`config.mk`:
```
export PLATFORM = sky130hd
export DESIGN_NAME = morse_key_sequencer_flat
export DESIGN_NICKNAME = d
export VERILOG_FILES = /design/src/rtl/morse_key_sequencer_if.sv /design/src/rtl/morse_key_sequencer.sv /design/src/flat_wrapper.sv
export SDC_FILE = /design/constraint.sdc
export NUM_CORES = 1
export LEC_CHECK = 0
export ABC_AREA = 1
export CAP_MARGIN = 20
export CELL_PAD_IN_SITES_DETAIL_PLACEMENT = 2
export CELL_PAD_IN_SITES_GLOBAL_PLACEMENT = 2
export CORE_ASPECT_RATIO = 2
export CORE_MARGIN = 8
export CORE_UTILIZATION = 30
export DETAILED_ROUTE_END_ITERATION = 10
export DONT_BUFFER_PORTS = 1
export PLACE_DENSITY_LB_ADDON = 0.2
export SYNTH_ARGS = -nofsm -noshare
export SYNTH_HDL_FRONTEND = slang
export SYNTH_SLANG_ARGS = --single-unit
```
`constraint.sdc`:
```
create_clock -name clk -period 1.9 [get_ports clk]
set_input_delay 0.57 -clock clk [delete_from_list [all_inputs] [get_ports clk]]
set_output_delay 0.57 -clock clk [all_outputs]
set_load 0.02 [all_outputs]
```
`src/rtl/morse_key_sequencer_if.sv`:
```
// Key inputs and command/status outputs of the Morse key sequencer.
// Handshake: there is no valid/ready pair here. Keys are raw levels with no
// timing relation to clk; every *_cmd and ovf_err is a single-cycle pulse that
// the separator must accept in the cycle it is high.
interface morse_key_sequencer_if;
  logic       Dot;
  logic       Dash;
  logic       Space;
  logic       EndSeq;
  logic       Clear;
  logic       dot_cmd;
  logic       dash_cmd;
  logic       endseq_cmd;
  logic       space_cmd;
  logic       clear_cmd;
  logic       dot_buzzer;
  logic       dash_buzzer;
  logic [2:0] sym_count;
  logic       busy;
  logic       ovf_err;

  modport slave (
    input  Dot, Dash, Space, EndSeq, Clear,
    output dot_cmd, dash_cmd, endseq_cmd, space_cmd, clear_cmd,
    output dot_buzzer, dash_buzzer, sym_count, busy, ovf_err
  );

  modport master (
    output Dot, Dash, Space, EndSeq, Clear,
    input  dot_cmd, dash_cmd, endseq_cmd, space_cmd, clear_cmd,
    input  dot_buzzer, dash_buzzer, sym_count, busy, ovf_err
  );
endinterface

```
`src/rtl/morse_key_sequencer.sv`:
```
// Morse key front end: synchronizes and debounces five keys, arbitrates
// events, holds one pending event while a tone plays, and issues registered
// single-cycle commands to the separator together with buzzer timing.
module morse_key_sequencer #(
  parameter int DEBOUNCE  = 4,
  parameter int DOT_TONE  = 8,
  parameter int DASH_TONE = 24,
  parameter int GAP       = 8,
  parameter int MAX_SYMS  = 5
) (
  input  logic                  clk,
  input  logic                  Reset,
  morse_key_sequencer_if.slave  bus,
  output logic [1:0]            dbg_state_o
);
  localparam int NK   = 5;
  localparam int DBW  = $clog2(DEBOUNCE) + 1;
  localparam int TMAX = (DASH_TONE > DOT_TONE) ? ((DASH_TONE > GAP) ? DASH_TONE : GAP)
                                               : ((DOT_TONE > GAP) ? DOT_TONE : GAP);
  localparam int TW   = $clog2(TMAX) + 1;
  localparam logic [DBW-1:0] DB_LAST = DBW'(DEBOUNCE - 1);

  // Numeric value doubles as priority: a larger code beats a smaller one.
  typedef enum logic [2:0] {
    EV_NONE = 3'd0, EV_DOT = 3'd1, EV_DASH = 3'd2,
    EV_SPACE = 3'd3, EV_END = 3'd4, EV_CLR = 3'd5
  } ev_e;

  // ST_SPACE is the second cycle of endseq-then-space.
  typedef enum logic [1:0] {ST_IDLE = 2'd0, ST_TONE = 2'd1, ST_GAP = 2'd2, ST_SPACE = 2'd3} state_e;

  logic [NK-1:0]           keys_raw;
  logic [NK-1:0]           sync1_q, sync2_q;
  logic [NK-1:0]           pressed_q, pressed_d;
  logic [NK-1:0][DBW-1:0]  db_cnt_q, db_cnt_d;
  logic [NK-1:0]           press_evt;
  ev_e                     new_ev;

  state_e          state_q, state_d;
  logic [TW-1:0]   tmr_q, tmr_d;
  logic            tone_dash_q, tone_dash_d;
  ev_e             pend_q, pend_d;
  ev_e             serve;
  logic [2:0]      sym_q, sym_d;
  logic            dot_q, dot_d, dash_q, dash_d, end_q, end_d;
  logic            space_q, space_d, clr_q, clr_d, ovf_q, ovf_d;

  // Bit order matches event priority, lowest first.
  assign keys_raw = {bus.Clear, bus.EndSeq, bus.Space, bus.Dash, bus.Dot};

  // Two-flop synchronizer for every key.
  always_ff @(posedge clk or negedge Reset) begin
    if (!Reset) begin
      sync1_q <= '0;
      sync2_q <= '0;
    end else begin
      sync1_q <= keys_raw;
      sync2_q <= sync1_q;
    end
  end

  // Debounce: count consecutive samples that disagree with the accepted level;
  // the DEBOUNCE-th one flips the level. A press event fires on that sample.
  always_comb begin
    pressed_d = pressed_q;
    db_cnt_d  = db_cnt_q;
    press_evt = '0;
    for (int k = 0; k < NK; k++) begin
      if (sync2_q[k] == pressed_q[k]) begin
        db_cnt_d[k] = '0;
      end else if (db_cnt_q[k] == DB_LAST) begin
        db_cnt_d[k]  = '0;
        pressed_d[k] = sync2_q[k];
        press_evt[k] = sync2_q[k];
      end else begin
        db_cnt_d[k] = db_cnt_q[k] + DBW'(1);
      end
    end
  end

  // Debounce state registers.
  always_ff @(posedge clk or negedge Reset) begin
    if (!Reset) begin
      pressed_q <= '0;
      db_cnt_q  <= '0;
    end else begin
      pressed_q <= pressed_d;
      db_cnt_q  <= db_cnt_d;
    end
  end

  // Same-cycle arbitration: only the highest-priority event survives.
  always_comb begin
    new_ev = EV_NONE;
    if      (press_evt[4]) new_ev = EV_CLR;
    else if (press_evt[3]) new_ev = EV_END;
    else if (press_evt[2]) new_ev = EV_SPACE;
    else if (press_evt[1]) new_ev = EV_DASH;
    else if (press_evt[0]) new_ev = EV_DOT;
  end

  // Sequencer next state and registered command pulses.
  always_comb begin
    state_d     = state_q;
    tmr_d       = tmr_q;
    tone_dash_d = tone_dash_q;
    pend_d      = pend_q;
    sym_d       = sym_q;
    serve       = EV_NONE;
    dot_d       = 1'b0;
    dash_d      = 1'b0;
    end_d       = 1'b0;
    space_d     = 1'b0;
    clr_d       = 1'b0;
    ovf_d       = 1'b0;
    if (new_ev == EV_CLR) begin
      clr_d   = 1'b1;
      state_d = ST_IDLE;
      tmr_d   = '0;
      sym_d   = '0;
      pend_d  = EV_NONE;
    end else if (state_q == ST_IDLE) begin
      // A latched event is older, so it goes first; the new one takes its slot.
      if (pend_q != EV_NONE) begin
        serve  = pend_q;
        pend_d = new_ev;
      end else begin
        serve = new_ev;
      end
      case (serve)
        EV_DOT, EV_DASH: begin
          if (sym_q < 3'(MAX_SYMS)) begin
            dot_d       = (serve == EV_DOT);
            dash_d      = (serve == EV_DASH);
            sym_d       = sym_q + 3'd1;
            tone_dash_d = (serve == EV_DASH);
            tmr_d       = (serve == EV_DASH) ? TW'(DASH_TONE - 1) : TW'(DOT_TONE - 1);
            state_d     = ST_TONE;
          end else begin
            ovf_d = 1'b1;
          end
        end
        EV_END: begin
          if (sym_q != 3'd0) begin
            end_d = 1'b1;
            sym_d = '0;
          end
        end
        EV_SPACE: begin
          if (sym_q != 3'd0) begin
            end_d   = 1'b1;
            sym_d   = '0;
            state_d = ST_SPACE;
          end else begin
            space_d = 1'b1;
          end
        end
        default: ;
      endcase
    end else begin
      if (new_ev > pend_q) pend_d = new_ev;
      case (state_q)
        ST_TONE: begin
          if (tmr_q == '0) begin
            state_d = ST_GAP;
            tmr_d   = TW'(GAP - 1);
          end else begin
            tmr_d = tmr_q - TW'(1);
          end
        end
        ST_GAP: begin
          if (tmr_q == '0) state_d = ST_IDLE;
          else             tmr_d   = tmr_q - TW'(1);
        end
        default: begin
          space_d = 1'b1;
          state_d = ST_IDLE;
        end
      endcase
    end
  end

  // Sequencer registers.
  always_ff @(posedge clk or negedge Reset) begin
    if (!Reset) begin
      state_q     <= ST_IDLE;
      tmr_q       <= '0;
      tone_dash_q <= 1'b0;
      pend_q      <= EV_NONE;
      sym_q       <= '0;
      dot_q       <= 1'b0;
      dash_q      <= 1'b0;
      end_q       <= 1'b0;
      space_q     <= 1'b0;
      clr_q       <= 1'b0;
      ovf_q       <= 1'b0;
    end else begin
      state_q     <= state_d;
      tmr_q       <= tmr_d;
      tone_dash_q <= tone_dash_d;
      pend_q      <= pend_d;
      sym_q       <= sym_d;
      dot_q       <= dot_d;
      dash_q      <= dash_d;
      end_q       <= end_d;
      space_q     <= space_d;
      clr_q       <= clr_d;
      ovf_q       <= ovf_d;
    end
  end

  // Buzzers follow the registered state, so Reset and Clear drop them at once.
  assign bus.dot_buzzer  = (state_q == ST_TONE) && !tone_dash_q;
  assign bus.dash_buzzer = (state_q == ST_TONE) &&  tone_dash_q;
  assign bus.busy        = (state_q == ST_TONE) || (state_q == ST_GAP);
  assign bus.sym_count   = sym_q;
  assign bus.dot_cmd     = dot_q;
  assign bus.dash_cmd    = dash_q;
  assign bus.endseq_cmd  = end_q;
  assign bus.space_cmd   = space_q;
  assign bus.clear_cmd   = clr_q;
  assign bus.ovf_err     = ovf_q;
  assign dbg_state_o     = state_q;
endmodule

```
`src/flat_wrapper.sv`:
```
// flat-port wrapper written by rule: the top's interface ports become plain ports
module morse_key_sequencer_flat 
#(
  parameter int DEBOUNCE  = 4,
  parameter int DOT_TONE  = 8,
  parameter int DASH_TONE = 24,
  parameter int GAP       = 8,
  parameter int MAX_SYMS  = 5
)
  (clk, Reset, dbg_state_o, bus_Dot, bus_Dash, bus_Space, bus_EndSeq, bus_Clear, bus_dot_cmd, bus_dash_cmd, bus_endseq_cmd, bus_space_cmd, bus_clear_cmd, bus_dot_buzzer, bus_dash_buzzer, bus_sym_count, bus_busy, bus_ovf_err);
  morse_key_sequencer_if bus_i ();
  input  logic clk;
  input  logic Reset;
  output logic [1:0] dbg_state_o;
  input wire logic [$bits(bus_i.Dot)-1:0] bus_Dot;
  input wire logic [$bits(bus_i.Dash)-1:0] bus_Dash;
  input wire logic [$bits(bus_i.Space)-1:0] bus_Space;
  input wire logic [$bits(bus_i.EndSeq)-1:0] bus_EndSeq;
  input wire logic [$bits(bus_i.Clear)-1:0] bus_Clear;
  output wire logic [$bits(bus_i.dot_cmd)-1:0] bus_dot_cmd;
  output wire logic [$bits(bus_i.dash_cmd)-1:0] bus_dash_cmd;
  output wire logic [$bits(bus_i.endseq_cmd)-1:0] bus_endseq_cmd;
  output wire logic [$bits(bus_i.space_cmd)-1:0] bus_space_cmd;
  output wire logic [$bits(bus_i.clear_cmd)-1:0] bus_clear_cmd;
  output wire logic [$bits(bus_i.dot_buzzer)-1:0] bus_dot_buzzer;
  output wire logic [$bits(bus_i.dash_buzzer)-1:0] bus_dash_buzzer;
  output wire logic [$bits(bus_i.sym_count)-1:0] bus_sym_count;
  output wire logic [$bits(bus_i.busy)-1:0] bus_busy;
  output wire logic [$bits(bus_i.ovf_err)-1:0] bus_ovf_err;
  assign bus_i.Dot = bus_Dot;
  assign bus_i.Dash = bus_Dash;
  assign bus_i.Space = bus_Space;
  assign bus_i.EndSeq = bus_EndSeq;
  assign bus_i.Clear = bus_Clear;
  assign bus_dot_cmd = bus_i.dot_cmd;
  assign bus_dash_cmd = bus_i.dash_cmd;
  assign bus_endseq_cmd = bus_i.endseq_cmd;
  assign bus_space_cmd = bus_i.space_cmd;
  assign bus_clear_cmd = bus_i.clear_cmd;
  assign bus_dot_buzzer = bus_i.dot_buzzer;
  assign bus_dash_buzzer = bus_i.dash_buzzer;
  assign bus_sym_count = bus_i.sym_count;
  assign bus_busy = bus_i.busy;
  assign bus_ovf_err = bus_i.ovf_err;
  morse_key_sequencer #(.DEBOUNCE(DEBOUNCE), .DOT_TONE(DOT_TONE), .DASH_TONE(DASH_TONE), .GAP(GAP), .MAX_SYMS(MAX_SYMS)) u_core (.clk(clk), .Reset(Reset), .bus(bus_i), .dbg_state_o(dbg_state_o));
endmodule
```
==> impl_results.md <==
* Count leader, synth: nand2_1
* Largest family of logic cells by synthesized area: simple AND/OR/NAND/NOR gates
* Longest Clk Path Bufs at 2
* Die Height at 149 µm
* Layout Skew at 8.91 ps
* P_int at 3.67 mW
* Area grow syn2layout at 39.8%
* Max cap viols at 0
* Mapped Avg Cell Area at 8.94 µm²
* CORE AREA at 8590 µm²
* Mux share of post-synthesis cell area at 0%
* Core Util, Final at 42.9%
* Syn Nets at 317
* Worst slew margin at 75.0%
* Xor and xnor area share after synthesis at 2.32%
* Arrival @ worst endpoint at 2280 ps
* Pwr Density at 1780 nW/µm²
* Final worst setup slack at -204 ps
* Async S/R FF share, synth at 100%
* Nets at 387
* Post-Synth Simple-Gate Area at 27.9%
* Area of the mapped netlist at 2640 µm²
* Yosys Warn Count at 0
* WL per Instance at 17.1 µm
* Synth top area share at 48.4%
* 1st-iter DRT viols at 45
* Initial antenna violation count at 0
* Layout cell share with drive strength beyond 1 at 40.5%
* Via count at 2252
* Critical Path RT at 2070 ps
* F_max at 475 MHz
* Vias in the first global route at 2573
* Area occupied by multi-input gates at 1430 µm²
* Unrepaired setup endpoints after global routing: true
* Top post-synthesis cells by count: 57 x nand2_1, 51 x dfrtp_1, 42 x inv_1, 26 x nor2_1
* Global-route wire length before repair at 12.8 mm
* Synth Register Bits at 51
* Post-synth cell types at 29
* # IOs at 21
* DRC at 0
* Post-placement setup slack at -332 ps
* Top cells by area, synth: dfrtp_1 48%, nand2_1 8.1%, ha_1 7.1%
* Hold Violations, Final at 0
* Remaining global-route overflow at 0
* Number of synthesized flops with an enable pin at 0
* Seq/Total Area, Yosys at 48.4%
* Failing checks: negative setup slack
* Final Wtd Congestion at 0.787
* Vias per Instance at 4.84
* Clk pwr share at 15.6%
* Combinational power share at 59.3%
* Net Sw Frac at 44.2%
* Crit share post-route at 111%
* Pins Over Slew Limit at 0
* CP Class: reg2reg
* Row count at 48
* Largest net degree at the start of global routing at 52
* HP Class: in2async
* Slew @ Worst Pin at 374 ps
* Synth Instances at 295
* TritonCTS clock tree: yes
* Die width at 82.3 µm
* Main flop type after synthesis: dfrtp_1
* # clock sinks at 51
* Pleak at 1.83 nW
* Final wirelength at 7.97 mm
* CTS Buf Count at 5
* Post-route insts no fill at 465
* Fill cells at 958
* VDD IR max at 0.697 mV
* # setup viols final at 17
* FF+latch area at 1280 µm²
* GRT Total Usage at 13.5%
* Initial Utilization at 30.7%
* Compound-Gate Fraction of Synth Area at 7.64%
* Root buffer selected by CTS: clkbuf_16
* Cells after DPL at 442
* Yosys top cell by area: dfrtp_1
* Minimum clock period at 2100 ps
* Critical path launch point type: register
* Worst-path fanout max at 6
* Share of power burned in registers at 25.1%
* Total Power at 6.57 mW
* Detailed Place HPWL at 5.79 mm
* Sw power at 2.91 mW
* H-tree Lvls at 2
* Post-DRT Antenna Nets at 0
* Status: finished, violations left
* Die Area at 12200 µm²
* Worst-Skew Late Latency at 290 ps
* Synth Area in Adders at 7.12%
* TritonRoute pass-1 iters at 3
* CP Capture Type: register
* Number of port buffers at 0
* N_diodes at 0
* Worst-path clk slew at 70 ps
cell families after synthesis:
| kind of cell | Yosys count |
|---|---|
| AND/OR/NAND/NOR | 145 |
| flip-flops | 51 |
| buffers and inverters | 45 |
| AO/OA/AOI/OAI | 32 |
| adder cells (fa/ha/maj) | 15 |
| XOR/XNOR | 7 |
cell usage in the layout, fill, tap and decap left out, drive strengths merged, types with 2 or more instances in the layout:
cell type	synthesis	routed
xnor2	5	5
nand3	18	18
buf	0	63
dfrtp	51	51
nor3	13	13
a21oi	7	7
clkbuf	0	5
o21ai	21	21
nand2	71	71
inv	45	45
or2	2	2
nor2	37	37
ha	15	15
xor2	2	2
nand4	3	3
power by group through the flow:
stage | Clock [mW] | Combinational [mW] | Sequential (mW)
6_report | 1.03 | 3.90 | 1.65
3_5_place_dp | 0 | 3.23 | 1.65
2_1_floorplan | 0 | 1.98 | 1.67
5_1_grt | 1.10 | 4.29 | 1.68
4_1_cts | 1.06 | 3.55 | 1.64
3_3_place_gp | 0 | 3.10 | 1.63
stage by stage:
stage	setup TNS [ps]	cell area [µm²]	hold slack [ps]
after floorplan	0	2660	274
after global placement	-2280	3130	277
after detailed placement	-3200	3130	277
after CTS	-2010	3530	141
after global routing	-4410	3690	135
final	-1930	3690	126
worst paths after layout:
path                            slack [ps]          startpoint             endpoint  cells after the start
max in group asynchronous             1520               Reset  u_core.db_cnt_q[13]                      1
worst max register to register        -200  u_core.db_cnt_q[9]     u_core.pend_q[1]                     15
worst max-delay path                  -200  u_core.db_cnt_q[9]     u_core.pend_q[1]                     15
worst min-delay path                   130               Reset    u_core.sync2_q[2]                      1
worst min register to register         350   u_core.sync1_q[4]    u_core.sync2_q[4]                      0
min in group clk                       300          bus_EndSeq    u_core.sync1_q[3]                      0
critical path, cell delays in order, from the launching register on:
cell     delay, ps
dfrtp_1        360
ha_2           210
nand2_4         60
nor2_4         130
inv_2           90
nand2_4        130
a21oi_4         50
ha_4           270
nand2_2         40
o21ai_1        130
nand2_1         60
nand2_1         80
o21ai_2         60
inv_2          130
buf_6          120
o21ai_2         40
routing by layer:
| layer | track usage, % | vias to the layer above | routed length (µm) |
|---|---|---|---|
| met5 | 0 | - | 0 |
| met4 | 4.69 | 0 | 152 |
| met3 | 1.87 | 8 | 86 |
| met2 | 26.8 | 16 | 4940 |
| met1 | 12.9 | 1158 | 2790 |
| li1 | - | 1070 | - |
final cells by class:
cell class / instances / area share (%)
flip-flops and latches: 51 / 34.6
clock inverters: 2 / 1.02
well taps: 100 / 3.39
repair buffers: 63 / 14.0
multi-input cells: 199 / 38.8
inverters: 45 / 4.78
clock buffers: 5 / 3.39
timing repair:
action                     4_1_cts  5_1_grt
pin swaps                       23       29
hold buffers                     1        0
resized for setup               40       29
setup endpoints to repair       20       19
setup buffers                    8        7
hold endpoints to repair        51        0
flip-flops by register name, indices dropped and copies added (netlist names):
name,cells
u_core.bus.sym_count,3
u_core.tone_dash_q,1
u_core.bus.dash_cmd,1
u_core.sync2_q,5
u_core.sync1_q,5
u_core.tmr_q,6
u_core.pressed_q,5
u_core.db_cnt_q,15
u_core.bus.clear_cmd,1
u_core.dbg_state_o,2
u_core.bus.ovf_err,1
u_core.bus.space_cmd,1
u_core.bus.endseq_cmd,1
u_core.bus.dot_cmd,1
u_core.pend_q,3
(Power assumes the default switching activity.)
